<file path="config.mk">
export PLATFORM = sky130hd
export DESIGN_NAME = procc_unit
export DESIGN_NICKNAME = d
export VERILOG_FILES = /design/src/rtl/procc_unit.sv
export SDC_FILE = /design/constraint.sdc
export NUM_CORES = 2
export LEC_CHECK = 0
export BUFFER_PORTS_ARGS = -buffer_cell sky130_fd_sc_hd__buf_2
export CORE_MARGIN = 1
export CORE_UTILIZATION = 30
export DETAILED_ROUTE_END_ITERATION = 7
export SLEW_MARGIN = 10
export SYNTH_ARGS = -nofsm -noshare
export SYNTH_HDL_FRONTEND = slang
export SYNTH_SLANG_ARGS = --single-unit
</file>
<file path="constraint.sdc">
create_clock -name procc_clk -period 24.2 [get_ports procc_clk]
set_clock_uncertainty 0.15 [all_clocks]
set_input_delay 3.63 -clock procc_clk [delete_from_list [all_inputs] [get_ports procc_clk]]
set_output_delay 3.63 -clock procc_clk [all_outputs]
set_load 0.005 [all_outputs]
</file>
<file path="src/rtl/procc_unit.sv">
// procc_unit: processing stage fed by the memory controller and started by the
// core controller. A start pulse latches the opcode and the operand-pair count.
// The unit then consumes that many opa/opb pairs and produces one registered
// result per pair, plus a running accumulator. It pulses procc_done when the
// last result is out.
//
// Ports:
//   procc_clk, procc_reset           clock, synchronous active-high reset
//   procc_start                      one-cycle job start (honoured in IDLE only)
//   procc_instruction                opcode, sampled with procc_start
//   procc_data_length                operand-pair count, sampled with procc_start
//   procc_opa, procc_opb             operand pair
//   procc_data_valid                 operand pair valid this cycle
//   procc_ready                      a pair is accepted this cycle if valid
//   procc_result, procc_result_valid per-pair result, valid one cycle
//   procc_acc                        running MAC sum, or the latest result
//   procc_overflow                   sticky per-job overflow
//   procc_busy, procc_done           job in progress, job-complete pulse
module procc_unit #(
    parameter int DATA_WIDTH = 32,
    parameter int LEN_WIDTH  = 6
) (
    input  logic                  procc_clk,
    input  logic                  procc_reset,
    input  logic                  procc_start,
    input  logic [2:0]            procc_instruction,
    input  logic [LEN_WIDTH-1:0]  procc_data_length,
    input  logic [DATA_WIDTH-1:0] procc_opa,
    input  logic [DATA_WIDTH-1:0] procc_opb,
    input  logic                  procc_data_valid,
    output logic                  procc_ready,
    output logic [DATA_WIDTH-1:0] procc_result,
    output logic                  procc_result_valid,
    output logic [DATA_WIDTH-1:0] procc_acc,
    output logic                  procc_overflow,
    output logic                  procc_busy,
    output logic                  procc_done
);

    typedef enum logic [1:0] {
        S_IDLE,
        S_RUN,
        S_DONE
    } state_t;

    typedef enum logic [2:0] {
        OP_ADD = 3'b000,
        OP_SUB = 3'b001,
        OP_AND = 3'b010,
        OP_OR  = 3'b011,
        OP_XOR = 3'b100,
        OP_MUL = 3'b101,
        OP_MAC = 3'b110,
        OP_MAX = 3'b111
    } op_t;

    state_t                  r_state;
    state_t                  w_state_next;
    op_t                     r_opcode;
    logic [LEN_WIDTH-1:0]    r_len;
    logic [LEN_WIDTH-1:0]    r_cnt;
    logic [DATA_WIDTH-1:0]   r_result;
    logic                    r_result_valid;
    logic [DATA_WIDTH-1:0]   r_acc;
    logic                    r_overflow;

    logic                    w_accept;
    logic [LEN_WIDTH-1:0]    w_cnt_next;
    logic                    w_last;
    logic [DATA_WIDTH:0]     w_add;
    logic [2*DATA_WIDTH-1:0] w_prod;
    logic                    w_prod_hi_nz;
    logic [DATA_WIDTH:0]     w_mac_sum;
    logic [DATA_WIDTH-1:0]   w_res;
    logic                    w_ovf;
    logic [DATA_WIDTH-1:0]   w_acc_next;

    // Acceptance is derived from the registered state, not from procc_ready,
    // so that the FSM output does not loop back into its own input.
    assign w_accept   = (r_state == S_RUN) && procc_data_valid;
    assign w_cnt_next = r_cnt + LEN_WIDTH'(1);
    assign w_last     = (w_cnt_next == r_len);

    always_ff @(posedge procc_clk) begin
        if (procc_reset) begin
            r_state <= S_IDLE;
        end else begin
            r_state <= w_state_next;
        end
    end

    always_comb begin
        w_state_next = r_state;
        procc_ready  = 1'b0;
        procc_busy   = 1'b0;
        procc_done   = 1'b0;
        case (r_state)
            S_IDLE: begin
                if (procc_start) begin
                    w_state_next = (procc_data_length == '0) ? S_DONE : S_RUN;
                end
            end
            S_RUN: begin
                procc_ready = 1'b1;
                procc_busy  = 1'b1;
                if (w_accept && w_last) begin
                    w_state_next = S_DONE;
                end
            end
            S_DONE: begin
                procc_busy   = 1'b1;
                procc_done   = 1'b1;
                w_state_next = S_IDLE;
            end
            default: w_state_next = S_IDLE;
        endcase
    end

    assign w_add        = {1'b0, procc_opa} + {1'b0, procc_opb};
    assign w_prod       = (2*DATA_WIDTH)'(procc_opa) * (2*DATA_WIDTH)'(procc_opb);
    assign w_prod_hi_nz = |w_prod[2*DATA_WIDTH-1:DATA_WIDTH];
    assign w_mac_sum    = {1'b0, r_acc} + {1'b0, w_prod[DATA_WIDTH-1:0]};

    always_comb begin
        w_res      = '0;
        w_ovf      = 1'b0;
        w_acc_next = '0;
        case (r_opcode)
            OP_ADD: begin
                w_res = w_add[DATA_WIDTH-1:0];
                w_ovf = w_add[DATA_WIDTH];
            end
            OP_SUB: begin
                w_res = procc_opa - procc_opb;
                w_ovf = (procc_opa < procc_opb);
            end
            OP_AND: w_res = procc_opa & procc_opb;
            OP_OR:  w_res = procc_opa | procc_opb;
            OP_XOR: w_res = procc_opa ^ procc_opb;
            OP_MUL: begin
                w_res = w_prod[DATA_WIDTH-1:0];
                w_ovf = w_prod_hi_nz;
            end
            OP_MAC: begin
                w_res = w_prod[DATA_WIDTH-1:0];
                w_ovf = w_prod_hi_nz | w_mac_sum[DATA_WIDTH];
            end
            OP_MAX: w_res = (procc_opa > procc_opb) ? procc_opa : procc_opb;
            default: w_res = '0;
        endcase
        // MAC keeps a running sum; every other opcode mirrors the latest result.
        w_acc_next = (r_opcode == OP_MAC) ? w_mac_sum[DATA_WIDTH-1:0] : w_res;
    end

    always_ff @(posedge procc_clk) begin
        if (procc_reset) begin
            r_opcode       <= OP_ADD;
            r_len          <= '0;
            r_cnt          <= '0;
            r_result       <= '0;
            r_result_valid <= 1'b0;
            r_acc          <= '0;
            r_overflow     <= 1'b0;
        end else begin
            r_result_valid <= 1'b0;
            if ((r_state == S_IDLE) && procc_start) begin
                r_opcode   <= op_t'(procc_instruction);
                r_len      <= procc_data_length;
                r_cnt      <= '0;
                r_acc      <= '0;
                r_overflow <= 1'b0;
            end else if (w_accept) begin
                r_cnt          <= w_cnt_next;
                r_result       <= w_res;
                r_result_valid <= 1'b1;
                r_acc          <= w_acc_next;
                r_overflow     <= r_overflow | w_ovf;
            end
        end
    end

    assign procc_result       = r_result;
    assign procc_result_valid = r_result_valid;
    assign procc_acc          = r_acc;
    assign procc_overflow     = r_overflow;

endmodule

</file>
==> run_results.csv <==
group,metric,value,unit
critical_path,arrival,14.38,ns
sta,tightest_slew,1.38,ns
final_layout,stdcell_count,6858,
floorplan,start_util,0.302,
final_layout,final_common_cell,"fa_1",
drt,vias,37200,
final_layout,multi_input_area,36100,µm²
drt,dr.pass1.iters,8,
final_layout,drive_gt1_frac,0.0534,
yosys,synth_seq_cells,83,
sta,setup_viol,0,
drt,ant_nets,0,
grt,track_usage,0.243,
placement,placed_cells,6841,
clock_network,cts-resized-gates,0,
critical_path,path_class,"in2reg",
final_layout,register_area,1660,µm²
clock_network,numCtsBuffers,9,
run_status,status,"complete, no violations",
clock_network,clock_path_buffers,2,
placement,hpwl,133000,µm
yosys,synth-edff-count,0,
sta,holdWs,0.303,ns
yosys,ys_warn_count,0,
clock_network,cts-root-buf,"clkbuf_16",
yosys,synth_area,42100,µm²
grt,grt_max_degree,65,
drt,wl_per_cell,24.9,µm
min_path,hp-start,"r_opcode[0]$_SDFFE_PP0P_",
sta,fin_setup_tns,0,ns
critical_path,r2r-start,"procc_acc[0]$_SDFFE_PP0P_",
final_layout,nNetsFinal,6347,
clock_network,cts_hold_buf,0,
yosys,async_flop_share,0,
sta,layout_setup_ws,9.90,ns
min_path,hold_class,"reg2reg",
critical_path,cpMaxStageDelayCell,"clkinv_1",
sta,fin_crit,14.30,ns
yosys,netlist_top_cells_area,"fa_1 (43%), ha_1 (12%), inv_1 (7.1%)",
critical_path,slowest_delay,1.20,ns
floorplan,die_w,377,µm
grt,grt_overflow,0,
yosys,syn_avg_cell_area,8.31,µm²
critical_path,critPathLaunch,"procc_opb[10]",
clock_network,clk_latency,0.35,ns
sta,rsz0062_at_grt,"no",
yosys,synth.top_cell.area_share,0.428,
grt,grt.met3_usage,0.0488,
floorplan,rows,137,
yosys,yosys.area.top_type,"fa_1",
drt,drt-total-wl,171000,µm
critical_path,crit_required,24.29,ns
sta,period_share,0.591,
clock_network,clock_sinks,83,
critical_path,cp_max_fo,20,
clock_network,post_cts_buffers,0,
clock_network,cts_tree,"yes",
yosys,synthesis.nets,6436,
yosys,ys.flop_type,"dfxtp_1",
clock_network,clkTransAtPathRegs,0.07,ns
final_layout,fillCellCount,14800,
drt,drcViolationCount,0,
yosys,yosysSeqAreaShare,0.0395,
grt,grt_util_met1,0.318,
grt,busiest_layer,"met2",
grt,grtUsageMet2,0.386,
floorplan,io_pins,146,
drt,via_per_inst,5.43,
floorplan,core_area,139000,µm²
floorplan,die_area,142000,µm²
placement,io_buffers,145,
yosys,synth_cells,5065,
grt,grt_first_pass_wirelength,256000,µm
critical_path,crit_path_end_kind,"register",
drt,drtIter0Drc,3673,
sta,final_hold_viol_count,0,
grt,antenna_found_initial,14,
final_layout,area_growth,6.29,%
critical_path,startpoint_type,"input port",
sta,fmax,70.0,MHz
yosys,synth.distinct_cells,90,
sta,drv_slew,0,
sta,maxSlewHeadroom,0.0714,
flow_run,maxCapViolations,0,
placement,dp_slack,9.82,ns
floorplan,die_h,377,µm
clock_network,h-tree-depth,3,
grt,first_global_vias,38700,
placement,place.gp.congestion,0.978,
critical_path,timing.critical_path.mode_cell,"fa_1",
final_layout,final_cell_mix,"fa_1 (899), inv_1 (801), nor2_1 (746)",
==> final timing paths <==
check / cells past startpoint / endpoint / slack (ns)
worst min-delay path: 2 / r_opcode[0]$_SDFFE_PP0P_ / 0.30
worst min register to register: 2 / r_opcode[0]$_SDFFE_PP0P_ / 0.30
worst max register to register: 13 / procc_overflow$_SDFFE_PP0P_ / 20.12
worst max-delay path: 32 / procc_overflow$_SDFFE_PP0P_ / 9.90
==> final cells by class <==
cell class | count | share of cell area
Multi-Input combinational cell | 3847 | 0.807
Inverter | 831 | 0.0697
Tap cell | 1876 | 0.0525
Sequential cell | 83 | 0.0372
Timing Repair Buffer | 204 | 0.0261
Clock buffer | 9 | 0.00503
Clock inverter | 7 | 0.00243
Antenna cell | 1 | 0.0000559
==> sequential cells by signal, summed over array words and instances (netlist names) <==
name	flops
procc_acc	32
procc_result_valid	1
r_cnt	6
r_opcode	3
r_state	2
procc_overflow	1
r_len	6
procc_result	32
==> per-stage QoR <==
stage | instance area, µm² | util
final | 44700 | 0.321
after global routing | 44700 | 0.321
after global placement | 44400 | 0.319
after CTS | 44700 | 0.321
after detailed placement | 44400 | 0.319
after floorplan | 42100 | -
==> critical path: cells and delay by family <==
family          cells  cell delay [ns]
compound gates      8             2.22
xor+xnor            1             0.31
fa+ha+maj          10             4.87
buf+inv             5             1.83
simple gates        8             1.48
==> synth_stat cells (all sizes together), types with 14 or more instances <==
master / n
o31ai: 20
a211oi: 42
xnor2: 83
nor2: 751
nor3: 42
ha: 395
and3: 22
a21o: 34
a31oi: 25
o221ai: 18
mux2i: 31
dfxtp: 83
o211ai: 25
a221oi: 19
nor2b: 22
nand3: 43
o21ai: 153
fa: 899
clkbuf: 224
nand2b: 18
o22ai: 30
buf: 79
clkinv: 29
nand2: 576
o21bai: 23
inv: 802
a22oi: 24
xor2: 33
nand4: 38
or3: 14
o21a: 23
a21oi: 287
==> kinds of logic after synthesis <==
| logic type | count (synthesis) | synth area share |
|---|---|---|
| and+or+nand+nor | 1591 | 0.157 |
| adders and majority gates | 1294 | 0.545 |
| buffers and inverters | 1135 | 0.103 |
| AOI/OAI and AO/OA | 812 | 0.123 |
| xor gates and xnor gates | 116 | 0.0241 |
| DFF | 83 | 0.0395 |
| muxes | 34 | 0.00844 |
==> layer usage <==
metal / vias up / routed length [µm]
met3: 423 / 15400
met2: 1951 / 76900
met5: - / 140
li1: 15800 / -
met1: 19000 / 68900
met4: 22 / 9300
Power is not shown: default switching activity piles up to over one toggle a cycle in this logic, so the estimate is an artifact.
